==> src/rtl/delay_fx_core.sv <==
// Delay-line effects engine: one 12-bit sample in, one processed sample out, with
// optional reverb feedback written into a circular line and an LFO-swept chorus tap.
module delay_fx_core #(
   parameter int ADDR_W       = 16,
   parameter int CHORUS_BASE  = 1000,
   parameter int CHORUS_DEPTH = 500,
   parameter int LFO_DIV      = 20,
   parameter int REVERB_DLY   = 5000
) (
   input  logic              clk,
   input  logic              reset,
   input  logic              sample_valid,
   input  logic [11:0]       sample_in,
   input  logic              chorus_on,
   input  logic              reverb_on,
   output logic [ADDR_W-1:0] mem_addr,
   output logic              mem_we,
   output logic [15:0]       mem_wdata,
   input  logic [15:0]       mem_rdata,
   output logic [11:0]       sample_out,
   output logic              out_valid,
   output logic              overrun
);

   typedef enum logic [2:0] {IDLE, RD_C, RD_R, CAP, WR, OUT} state_t;

   localparam logic [ADDR_W-1:0] CB       = ADDR_W'(CHORUS_BASE);
   localparam logic [ADDR_W-1:0] RDLY     = ADDR_W'(REVERB_DLY);
   localparam logic [ADDR_W-1:0] DEPTH    = ADDR_W'(CHORUS_DEPTH);
   localparam logic [ADDR_W-1:0] FILL_MAX = '1;
   localparam int                DIV_W    = (LFO_DIV > 1) ? $clog2(LFO_DIV) : 1;
   localparam logic [DIV_W-1:0]  DIV_LAST = DIV_W'(LFO_DIV - 1);

   state_t            state;
   logic [ADDR_W-1:0] wr_ptr;
   logic [ADDR_W-1:0] fill;
   logic [ADDR_W-1:0] lfo;
   logic              lfo_up;
   logic [DIV_W-1:0]  div_cnt;

   logic [11:0]       x_p0;
   logic [11:0]       dc_p1;
   logic [11:0]       dr_p2;
   logic [11:0]       w_c;
   logic [11:0]       y_c;
   logic [ADDR_W-1:0] c_dly;
   logic              unused_rdata;

   // Halved 13-bit sum; the dropped LSB truncates toward zero.
   function automatic logic [11:0] avg12(input logic [11:0] a, input logic [11:0] b);
      logic [12:0] s;
      s = {1'b0, a} + {1'b0, b};
      return s[12:1];
   endfunction

   // Taps reaching behind the first sample since reset read as midscale.
   function automatic logic [11:0] prime(input logic [ADDR_W-1:0] filled,
                                         input logic [ADDR_W-1:0] dly,
                                         input logic [11:0]       rd);
      return (filled < dly) ? 12'h800 : rd;
   endfunction

   assign unused_rdata = ^mem_rdata[15:12];
   assign c_dly        = CB + lfo;
   assign w_c          = reverb_on ? avg12(x_p0, dr_p2) : x_p0;
   assign y_c          = chorus_on ? avg12(w_c, dc_p1) : w_c;
   assign mem_we       = (state == WR);
   assign mem_wdata    = {4'b0, w_c};

   always_comb begin
      mem_addr = wr_ptr;
      case (state)
         RD_C:    mem_addr = wr_ptr - c_dly;
         RD_R:    mem_addr = wr_ptr - RDLY;
         default: mem_addr = wr_ptr;
      endcase
   end

   // p0: input latch, p1: chorus tap, p2: reverb tap
   always_ff @(posedge clk) begin
      if (state == IDLE && sample_valid) x_p0 <= sample_in;
      if (state == RD_R) dc_p1 <= prime(fill, c_dly, mem_rdata[11:0]);
      if (state == CAP)  dr_p2 <= prime(fill, RDLY, mem_rdata[11:0]);
   end

   always_ff @(posedge clk) begin
      if (!reset) begin
         state      <= IDLE;
         out_valid  <= 1'b0;
         sample_out <= 12'h000;
         overrun    <= 1'b0;
         wr_ptr     <= '0;
         fill       <= '0;
         lfo        <= '0;
         lfo_up     <= 1'b1;
         div_cnt    <= '0;
      end else begin
         out_valid <= 1'b0;
         if (sample_valid && state != IDLE) overrun <= 1'b1;
         case (state)
            IDLE: if (sample_valid) state <= RD_C;
            RD_C: state <= RD_R;
            RD_R: state <= CAP;
            CAP:  state <= WR;
            WR: begin
               state      <= OUT;
               out_valid  <= 1'b1;
               sample_out <= y_c;
            end
            OUT: begin
               state  <= IDLE;
               wr_ptr <= wr_ptr + ADDR_W'(1);
               if (fill != FILL_MAX) fill <= fill + ADDR_W'(1);
               if (div_cnt == DIV_LAST) begin
                  div_cnt <= '0;
                  // Triangle turns around on the end value itself, never dwelling there.
                  if (DEPTH != '0) begin
                     if (lfo_up) begin
                        lfo <= lfo + ADDR_W'(1);
                        if (lfo + ADDR_W'(1) == DEPTH) lfo_up <= 1'b0;
                     end else begin
                        lfo <= lfo - ADDR_W'(1);
                        if (lfo == ADDR_W'(1)) lfo_up <= 1'b1;
                     end
                  end
               end else begin
                  div_cnt <= div_cnt + DIV_W'(1);
               end
            end
            default: state <= IDLE;
         endcase
      end
   end

endmodule

==> config.mk <==
export PLATFORM = sky130hd
export DESIGN_NAME = delay_fx_core
export DESIGN_NICKNAME = d
export VERILOG_FILES = /design/src/rtl/delay_fx_core.sv
export SDC_FILE = /design/constraint.sdc
export NUM_CORES = 1
export LEC_CHECK = 0
export ABC_AREA = 1
export CORE_ASPECT_RATIO = 1.5
export CORE_MARGIN = 3
export CORE_UTILIZATION = 63
export DETAILED_ROUTE_END_ITERATION = 16
export GPL_ROUTABILITY_DRIVEN = 1
export GPL_TIMING_DRIVEN = 0
export PLACE_DENSITY = 0.95
export SKIP_CTS_REPAIR_TIMING = 1
export SYNTH_ARGS = -nofsm -noshare
export SYNTH_HDL_FRONTEND = slang
export SYNTH_SLANG_ARGS = --single-unit
export TNS_END_PERCENT = 50
==> constraint.sdc <==
create_clock -name clk -period 6.3 [get_ports clk]
set_clock_uncertainty 0.15 [all_clocks]
set_input_delay 1.26 -clock clk [delete_from_list [all_inputs] [get_ports clk]]
set_output_delay 1.26 -clock clk [all_outputs]
set_load 0.02 [all_outputs]
==> After elaboration in Yosys (flattened, before gate mapping) <==
Cells that the tools add are included.
{ "classes": {"n_addsub": 10, "n_mul": 0, "div_mod_pow": 0, "magnitude_cmp": 2, "eq_ne": 10, "shifts": 0, "n_mux": 11, "bitwise": 0, "n_reduce_logical": 6} }
{ "op_table": {"columns": ["cell", "n"], "rows": [
  ["16-bit by 1-bit adder with 16-bit output, second input constant", 3],
  ["16-bit case mux with 2 select lines", 1],
  ["12-bit by 12-bit adder with 13-bit output", 2],
  ["12-bit two-way mux", 2],
  ["10-bit by 16-bit adder with 16-bit output, first input constant", 1],
  ["16-bit by 1-bit == test with 1-bit output, second input constant", 1],
  ["16-bit by 9-bit == test with 1-bit output, second input constant", 1],
  ["16-bit by 13-bit less-than comparator with 1-bit output, second input constant", 1],
  ["16-bit less-than comparator", 1],
  ["16-bit two-way mux", 1],
  ["16-bit != test, second input constant", 1],
  ["16-bit by 1-bit subtractor with 16-bit output, second input constant", 1],
  ["16-bit by 13-bit subtractor with 16-bit output, second input constant", 1],
  ["16-bit subtractor", 1],
  ["3-bit case mux with 5 select lines", 1],
  ["3-bit by 2-bit == test with 1-bit output, second input constant", 2],
  ["3-bit == test, second input constant", 2],
  ["5-bit by 1-bit adder with 5-bit output, second input constant", 1],
  ["5-bit == test, second input constant", 1],
  ["5-bit two-way mux", 1],
  ["1-bit two-way mux", 4],
  ["2-bit AND reduction", 2],
  ["3-bit by 1-bit == test with 1-bit output, second input constant", 1],
  ["3-bit logical NOT", 1],
  ["4 further kinds", 5]
]} }
{ "totals": {"reg_bits": 107, "latch_bits": 0, "ram_bits": 0, "rom_bits": 0, "inputBits": 33, "output_inout_bits": 47, "memories": 0} }

==> Longest topological paths before layout <==
Gate-level depths: netlist (run 1).
{ "logic_depth": {"word_depth": 4, "ltp_mapped": 23, "depth_no_buf": 23} }

==> Worst setup path before layout (run 1) <==
OpenSTA, ideal clock, no wires.
{ "synth_path": {"kind": "register to output", "from": "register lfo[3]", "to": "output mem_addr[15]", "t_arrival_ns": 2.712, "slack_ns": 2.178, "stages_incl_launch_ff": 17, "cell_sequence": "dfxtp_1 ha_1 inv_1 nand2_1 nor2_1 nand2_1 nand2_1 nor2_1 xor2_1 ha_1 nand2_1 or2_2 nand3_1 a21oi_1 nand2_1 nand2_1 o21ai_0"} }
{ "synth_via": {"elab_chain_len": 3} }
{ "synth_rtl": {"columns": ["item", "line_no", "source"], "rows": [
  ["start: declaration", "37", "logic [ADDR_W-1:0] lfo;"],
  ["start signal: assignment", "119", "lfo <= lfo + ADDR_W'(1);"],
  ["start signal: assignment", "122", "lfo <= lfo - ADDR_W'(1);"],
  ["10-bit by 16-bit adder with 16-bit output", "64", "assign c_dly = CB + lfo;"],
  ["16-bit subtractor", "73", "RD_C: mem_addr = wr_ptr - c_dly;"],
  ["16-bit case mux with 2 select lines", "72", "case (state)"],
  ["end: declaration", "16", "output logic [ADDR_W-1:0] mem_addr,"]
]} }
Every way passes these cells.

==> Worst setup path in the final report (run 1) <==
Ends and elaborated chain as after synthesis.

==> summary.txt, run 1 <==
Yosys
  • Top-count cell post-synth: nand2_1
  • Register bit count reported by yosys: approximately 110
  • Avg Cell Area, Syn: ~6.6 µm²
  • Synth Warn #: 0
  • Leading post-synthesis cells by cell area: dfxtp_1 17%, nand2_1 14%, edfxtp_1 13%, ha_1 9.6%, inv_1 7.7%
  • Synth unique cells: 47
  • Post-Syn Area: approximately 8400 µm²
  • Largest area contributor in the netlist: dfxtp_1
  • Post-Synthesis Cells: 1,265
  • Number of flops mapped to enable cells by yosys: 36
  • List of most frequent post-synthesis cells: 314 x nand2_1, 171 x inv_1, 125 x nor2_1, 107 x nand3_1, 99 x a21oi_1
  • Ys async rst share: 0%
  • Yosys top cell area share: roughly 17%
  • Top_reg_cell synth: dfxtp_1
  • Sequential fraction of the synthesis area: between 20% and 30%

Timing
  • RSZ-0062 raised after global routing: false
  • Slew headroom: between 20% and 30%
  • Slew Limit Fails: 0
  • PnR worst setup slack: 486 ps
  • Final Hold Viols: 0
  • Final period utilization: ~90%
  • Max Fclk: about 170 MHz
  • Slew @ Worst Pin: between 1000 and 1500 ps
  • Final setup vio count: 0
  • Minimum clock period: 5810 ps
  • Setup TNS: 0 ps

Clocking
  • Num CTS Buffers: 9
  • Longest Clk Path Bufs: 2
  • # H-tree levels: 3
  • Worst skew pair latency: roughly 360 ps
  • Clock sink count: about 110
  • Clk slew on worst S/H paths: 80 ps
  • Root Driver: clkbuf_16
  • CTS tree: yes

Detailed routing
  • Final wirelength: about 26 mm
  • Vias/cell: slightly below 6
  • DRC: 0
  • First-pass DRT Iterations: 5
  • Vias: 8,994
  • Wire per inst: roughly 17 µm
  • Post-route ant nets: 0
  • Starting DRC count in detailed routing: 595

Floorplan
  • Die area: 14,800 µm²
  • Die X: 100 µm
  • Initial core utilization: around 64%
  • Site Rows: 51
  • Core Region: between 10,000 and 15,000 µm²
  • I/O Pins: 80
  • Die height: around 150 µm

Cells and area
  • Fillers: approximately 1,100
  • Net count reported at finish: approximately 1,400
  • Share of layout cells above drive strength 1: 4.58%
  • Multi-input logic area: 5050 µm²
  • Area Growth Syn to Fin: 14.3%
  • Layout Cells excl Fill: about 1,500
  • Sequential Area: around 2500 µm²
  • Antenna Cells: 0

GRT
  • GRT Residual Overflow: 0
  • Initial antenna violation count: 0
  • Tot GR Track Use: about 36%
  • Vias in the first global route: roughly 8,700
  • Largest net degree at the start of global routing: 21
  • First-pass GRT wire length: 41.8 mm

Placement
  • DP Cell Count: about 1,500
  • # port buffers: 70
  • Routability congestion estimate: ~1
  • DP HPWL: ~20 mm
  • DP Worst Slack: roughly 1100 ps

Setup path
  • Worst setup path category: reg2out
  • Worst Path Max Fanout: 9
  • Critical path data arrival time: around 4400 ps
  • Startpoint Class: register
  • Data required, critical path: around 4900 ps
  • Crit. End Element: output port

Flow run
  • Max-cap violation count: 0

Power and ir drop
  • Power Density: 178 nW/µm²
  • VDD IR max: around 0.12 mV
  • Static Leak: between 0.004 and 0.005 µW

Run status
  • Outcome: completed

Worst hold path
  • Hold Crit Class: reg2reg
==> registers in the layout, summed over array words and instances (netlist names) <==
name / cells
fill: 16
lfo: 16
wr_ptr: 16
dc_p1: 12
dr_p2: 12
sample_out: 12
x_p0: 12
div_cnt: 5
state: 3
lfo_up: 1
out_valid: 1
overrun: 1
==> cells by family after synthesis <==
group / synth area share (%)
adders and majority gates: 10.3
AOI/OAI and AO/OA: 14.5
xor gates and xnor gates: 3.03
and+or+nand+nor: 32.2
other: 0.0447
DFF: 29.9
buffers and inverters: 10.0
==> placed cells by master, fill, tap and decap left out, types with 3 or more instances in the layout <==
master | netlist | final
a31oi_1 | 6 | 6
buf_2 | 13 | 13
conb_1 | 1 | 4
a21oi_1 | 99 | 99
o21ai_0 | 90 | 90
nand2_1 | 314 | 314
edfxtp_1 | 36 | 36
nand3_1 | 107 | 107
nor2_1 | 125 | 125
nor2_2 | 4 | 4
o221ai_1 | 3 | 3
nand3b_1 | 5 | 5
nor3_1 | 26 | 26
fa_1 | 3 | 3
nor3b_1 | 3 | 3
clkdlybuf4s50_1 | 0 | 70
inv_2 | 5 | 5
or2_2 | 4 | 4
nor4_1 | 4 | 4
buf_4 | 6 | 6
nor3_2 | 4 | 3
nand4_1 | 15 | 15
nand3_2 | 3 | 3
clkbuf_16 | 0 | 9
xor2_1 | 26 | 26
clkbuf_1 | 13 | 13
o21bai_1 | 4 | 4
o211ai_1 | 12 | 12
xnor2_1 | 3 | 3
inv_1 | 171 | 171
dfxtp_1 | 71 | 71
buf_1 | 3 | 3
clkinv_4 | 0 | 3
ha_1 | 64 | 64
==> final timing paths <==
path | start | to | slack (ps) | cells past startpoint
hold / removal | sample_out[4] | sample_out[4] | 320 | 2
setup / recovery | lfo[3] | mem_addr[15] | 490 | 16
setup reg to reg | lfo[3] | dc_p1[2] | 2510 | 14
hold reg to reg | sample_out[4] | sample_out[4] | 320 | 2
==> cell type report <==
type / instances / share of cell area, %
inverters: 176 / 6.90
repair buffers: 70 / 7.32
clock buffers: 9 / 2.35
multi-input cells: 949 / 52.8
plain buffers: 36 / 1.89
well taps: 159 / 2.08
clock inverters: 7 / 0.562
flip-flops and latches: 107 / 26.1
==> per-layer routing <==
layer  part of all wire (%)  GRT usage, %  wire (µm)
met1                     35          37.3       9150
met2                     52          64.8      13600
met3                    6.6          4.61       1730
met4                    7.3          23.8       1920
met5                      0             0          0
==> stage by stage <==
stage                     utilization, %  instance area [µm²]  total power, µW  hold slack (ps)
after CTS                           73.5                 9570             1690              321
after global placement              71.4                 9290             1150              301
after floorplan                        -                 8390             1000              295
after detailed placement            71.4                 9290             1150              309
after global routing                73.6                 9580             1760              345
final                               73.6                 9580             1710              322
==> critical path: stages, from the launching register on <==
cell and delay (ps):
dfxtp_1 590, ha_1 260, inv_1 110, nand2_1 120, nor2_1 80, nand2_1 120, nand2_1 100, nor2_1 170
xor2_1 480, ha_1 380, nand2_1 120, or2_2 120, nand3_1 70, a21oi_1 230, nor2_1 80, o21ai_0 340
clkdlybuf4s50_1 680
==> power by group <==
| group | leakage [µW] | internal, µW | total (µW) | switching [µW] |
|---|---|---|---|---|
| logic | 0.00329 | 146 | 404 | 258 |
| clock network | 0.000135 | 272 | 558 | 286 |
| registers | 0.000905 | 733 | 745 | 12.7 |
(Power assumes the default switching activity.)
==> inputs of run 2 (changes only) <==
--- a/config.mk
+++ b/config.mk
@@ -6,6 +6,7 @@
 export NUM_CORES = 1
 export LEC_CHECK = 0
 export ABC_AREA = 1
+export CAP_MARGIN = 30
 export CORE_ASPECT_RATIO = 1.5
 export CORE_MARGIN = 3
 export CORE_UTILIZATION = 63
@@ -13,7 +14,9 @@
 export GPL_ROUTABILITY_DRIVEN = 1
 export GPL_TIMING_DRIVEN = 0
 export PLACE_DENSITY = 0.95
+export RECOVER_POWER = 25
 export SKIP_CTS_REPAIR_TIMING = 1
+export SKIP_LAST_GASP = 1
 export SYNTH_ARGS = -nofsm -noshare
 export SYNTH_HDL_FRONTEND = slang
 export SYNTH_SLANG_ARGS = --single-unit
==> summary.txt, run 2 (same netlist as run 1, synthesis figures left out) <==
Cells and area
  • Commonest non-fill, non-tap cell in the layout: nand2_1
  • Layout Cells excl Fill: between 1,500 and 2,000
  • Top flop regs: fill: 16 flops, lfo: 16 flops, wr_ptr: 16 flops
  • Post-Route Utilization: between 70% and 80%
  • Area Growth Syn to Fin: 14.3%
  • Most frequent cells in the layout: 314 x nand2_1, 171 x inv_1, 125 x nor2_1
  • Antenna Cells: 0
  • Share of layout cells above drive strength 1: between 4 and 5%
  • Net count reported at finish: between 1,000 and 1,500

Floorplan
  • Site Rows: just over 50
  • Die area: between 10,000 and 15,000 µm²
  • Die height: about 150 µm
  • Initial core utilization: between 60% and 70%
  • I/O Pins: 80
  • Die X: 100 µm
  • Core Region: 13,000 µm²

Clocking
  • Longest Clk Path Bufs: 2
  • Root Driver: clkbuf_16
  • Num CTS Buffers: 9
  • Worst skew pair latency: 360 ps
  • CTS tree: yes
  • # H-tree levels: 3
  • Clock sink count: 107
  • Clk slew on worst S/H paths: 80 ps

Setup path
  • Worst path bufs/invs: 2
  • Crit. End Element: output port
  • Data required, critical path: approximately 4900 ps
  • Worst Path Max Fanout: 9
  • Reg2Reg Setup Slack: 2490 ps
  • CP delay by family, top: simple AND/OR/NAND/NOR gates
  • Worst r2r path cells: 14
  • Top cell by count, worst path: nand2_1
  • Worst R2R Start: lfo[3]
  • Worst setup path category: reg2out
  • Critical path's largest stage delay: approximately 680 ps
  • Critical path data arrival time: 4410 ps
  • Worst r2r dst: dc_p1[3]
  • Slowest cell on crit path: clkdlybuf4s50_1
  • Startpoint Class: register
  • CP Cell Sequence: ha_1 -> inv_1 -> nand2_1 -> nor2_1 -> nand2_1 -> nand2_1 -> xor2_1 -> ha_1 -> nand2_1 -> nor2_1 -> nand2_1 -> nand3_1 -> a21oi_1 -> nor2_1 -> o21ai_0 -> clkdlybuf4s50_1

Detailed routing
  • Wire per inst: around 17 µm
  • Vias/cell: 5.93
  • First-pass DRT Iterations: 5
  • Final wirelength: between 20 and 30 mm
  • Vias: 8,988
  • Starting DRC count in detailed routing: around 590
  • DRC: 0
  • Post-route ant nets: 0

Placement
  • Routability congestion estimate: approximately 1.0
  • # port buffers: 70
  • DP Cell Count: 1,499
  • DP Worst Slack: around 1100 ps
  • DP HPWL: between 20 and 25 mm

Timing
  • Final Hold Viols: 0
  • Minimum clock period: between 5000 and 6000 ps
  • RSZ-0062 raised after global routing: false
  • Max Fclk: 172 MHz
  • Slew @ Worst Pin: roughly 1000 ps
  • Final setup vio count: 0
  • Setup TNS: 0 ps
  • Slew headroom: about a third
  • PnR worst setup slack: between 400 and 500 ps
  • Final period utilization: between 90% and 100%
  • Slew Limit Fails: 0

Worst hold path
  • HP Start: sample_out[4]
  • Worst Hold End: sample_out[4]
  • Hold depth: 2
  • Hold Crit Class: reg2reg

Run status
  • Outcome: completed

GRT
  • Vias in the first global route: about 9,000
  • Initial antenna violation count: 0
  • First-pass GRT wire length: 41.9 mm
  • Largest net degree at the start of global routing: 19
  • Tot GR Track Use: approximately 36%
  • GRT Residual Overflow: 0

Power and ir drop
  • Pwr Total: approximately 1700 µW
  • Power Density: about 180 nW/µm²
  • Static Leak: between 0.004 and 0.005 µW
  • VDD IR max: between 0.1 and 0.15 mV

Flow run
  • Max-cap violation count: 0
[run 2: metrics by stage]
step                hold WS (ps)  instance area [µm²]
floorplan                    295                 8390
global placement             301                 9290
detailed placement           308                 9310
CTS                          319                 9590
global route                 346                 9580
finish                       319                 9580
[run 2: worst min-delay path, stage by stage (launching register included)]
cell and delay (ps):
dfxtp_1 310, nand2_1 60, a21oi_1 50
[run 2: per-layer routing]
metal	vias up	global-route usage, %	wire [µm]
met3	149	5.51	1660
li1	4342	-	-
met5	-	0	0
met1	4072	36.8	9120
met2	425	63.4	13200
met4	0	27.8	2290
[run 2: worst max-delay path by stage]
stage	to	slack, ps	from	depth (start not counted)
6_report	mem_addr[15]	480	lfo[3]	16
5_1_grt	mem_addr[15]	290	lfo[3]	16
3_3_place_gp	mem_addr[15]	1140	lfo[3]	16
2_1_floorplan	mem_addr[15]	2180	lfo[3]	16
3_5_place_dp	mem_addr[15]	1120	lfo[3]	16
4_1_cts	mem_addr[15]	590	lfo[3]	16
[run 2: final cells by class]
type	instances	area, µm²
Clock inverter	6	50.0
Sequential cell	107	2500
Inverter	176	661
Buffer	36	180
Tap cell	159	199
Timing Repair Buffer	72	716
Fill cell	1057	3440
Multi-Input combinational cell	949	5040
Clock buffer	10	229
[run 2: report_power, final]
group	switching (µW)	internal (µW)	total (µW)	leakage [µW]
sequential	12.4	732	745	0.000905
combinational	257	146	403	0.00330
clock	284	274	558	0.000135
==> inputs of run 3 (changes only) <==
--- a/config.mk
+++ b/config.mk
@@ -7,9 +7,12 @@
 export LEC_CHECK = 0
 export ABC_AREA = 1
 export CAP_MARGIN = 30
+export CELL_PAD_IN_SITES_DETAIL_PLACEMENT = 0
+export CELL_PAD_IN_SITES_GLOBAL_PLACEMENT = 1
 export CORE_ASPECT_RATIO = 1.5
 export CORE_MARGIN = 3
-export CORE_UTILIZATION = 63
+export CORE_UTILIZATION = 45
+export CTS_BUF_LIST = sky130_fd_sc_hd__clkbuf_16
 export DETAILED_ROUTE_END_ITERATION = 16
 export GPL_ROUTABILITY_DRIVEN = 1
 export GPL_TIMING_DRIVEN = 0
==> summary.txt, run 3 (same netlist as run 1, synthesis figures left out) <==
Power and ir drop
  • Static Leak: around 0.0043 µW
  • VDD IR max: 0.122 mV
  • Pwr Total: about 1700 µW
  • Power Density: 178 nW/µm²

GRT
  • Vias in the first global route: between 8,000 and 9,000
  • Tot GR Track Use: 25.5%
  • Largest net degree at the start of global routing: 18
  • First-pass GRT wire length: 41.8 mm
  • GRT Residual Overflow: 0
  • Initial antenna violation count: 0

Setup path
  • Data required, critical path: a little under 5000 ps
  • Critical path startpoint: lfo[3]
  • Startpoint Class: register
  • Crit. End Element: output port
  • Worst R2R Start: lfo[3]
  • Critical path data arrival time: roughly 4300 ps
  • Worst Path Max Fanout: 9
  • Worst setup path category: reg2out

Cells and area
  • Antenna Cells: 0
  • Most frequent cells in the layout: 314 x nand2_1, 172 x inv_1, 125 x nor2_1
  • Top flop regs: fill: 16 flops, lfo: 16 flops, wr_ptr: 16 flops
  • Share of layout cells above drive strength 1: 4.35%
  • Area Growth Syn to Fin: 15.7%
  • Net count reported at finish: ~1,500
  • Layout Cells excl Fill: about 1,600
  • Commonest non-fill, non-tap cell in the layout: nand2_1

Timing
  • Slew @ Worst Pin: 1070 ps
  • RSZ-0062 raised after global routing: false
  • Final period utilization: between 90 and 100%
  • Final Hold Viols: 0
  • Final setup vio count: 0
  • Setup TNS: 0 ps
  • Minimum clock period: between 5000 and 6000 ps
  • Max Fclk: between 150 and 200 MHz
  • Slew Limit Fails: 0
  • Slew headroom: approximately 28%

Detailed routing
  • DRC: 0
  • DR top layer: met4
  • DR WL met2: about 13 mm
  • Final wirelength: between 20 and 30 mm
  • Vias: between 8,000 and 9,000
  • Met1 Wirelength: between 10 and 15 mm
  • Vias/cell: between 5 and 6
  • Wire per inst: approximately 16 µm
  • Met3 Wirelength: 1.13 mm
  • First-pass DRT Iterations: 8
  • Starting DRC count in detailed routing: approximately 540
  • Post-route ant nets: 0

Floorplan
  • I/O Pins: 80
  • Die height: around 170 µm
  • Site Rows: 60
  • Core Region: approximately 18,000 µm²
  • Die area: 20,300 µm²
  • Initial core utilization: roughly 46%
  • Die X: ~120 µm

Clocking
  • # H-tree levels: 3
  • Longest Clk Path Bufs: 2
  • Worst skew pair latency: around 370 ps
  • CTS tree: yes
  • Clk slew on worst S/H paths: around 70 ps
  • Num CTS Buffers: 9
  • Clock sink count: ~110
  • Root Driver: clkbuf_16

Flow run
  • Max-cap violation count: 0

Placement
  • Routability congestion estimate: 0.919
  • DP HPWL: 20.8 mm
  • # port buffers: 70
  • DP Cell Count: about 1,600

Worst hold path
  • Hold Crit Class: reg2reg
  • HP Start: sample_out[9]

Run status
  • Outcome: completed
[run 3: layout make-up]
type                            instances  area, µm²
Buffer                                 36        180
Clock buffer                            9        225
Timing Repair Buffer                   73        721
Multi-Input combinational cell        949       5030
Fill cell                            1843       8400
Clock inverter                          7       66.3
Inverter                              176        661
Tap cell                              248        310
Sequential cell                       107       2500
[run 3: per-layer routing]
| metal | vias to the layer above | GRT usage (%) |
|---|---|---|
| li1 | 4343 | - |
| met1 | 3886 | 27.5 |
| met2 | 264 | 47.8 |
| met3 | 73 | 2.81 |
| met4 | 0 | 14.7 |
| met5 | - | 0 |
[run 3: power by group]
group          leakage [µW]  switching [µW]  internal, µW
Clock              0.000133             279           306
Combinational       0.00331             247           145
Sequential         0.000905            12.4           733
[run 3: path summary, 6_finish.rpt]
| path | endpoint | slack [ps] | cells after the start |
|---|---|---|---|
| worst min-delay path | sample_out[9] | 310 | 2 |
| worst max-delay path | mem_addr[15] | 630 | 16 |
| worst min register to register | sample_out[9] | 310 | 2 |
| worst max register to register | dc_p1[8] | 2650 | 14 |
[run 3: through the flow]
stage / hold WS (ps) / instance area [µm²] / utilization (%) / worst slack [ps]
after floorplan: 295 / 8390 / - / 2180
after global placement: 302 / 9400 / 52.0 / 1010
after detailed placement: 308 / 9430 / 52.1 / 1080
after CTS: 319 / 9720 / 53.7 / 647
after global routing: 336 / 9700 / 53.6 / 409
final: 314 / 9700 / 53.6 / 628
[run 3: worst max-delay path, stage by stage, from the launching register on]
cell             delay, ps
dfxtp_1                570
ha_1                   250
inv_1                   80
nand2_1                120
nor2_1                  80
nand2_1                110
nand2_1                100
nor2_1                 130
xor2_1                 430
ha_1                   370
nand2_1                120
or2_2                  120
nand3_1                 70
a21oi_1                260
nor2_1                  80
o21ai_0                310
clkdlybuf4s50_1        680
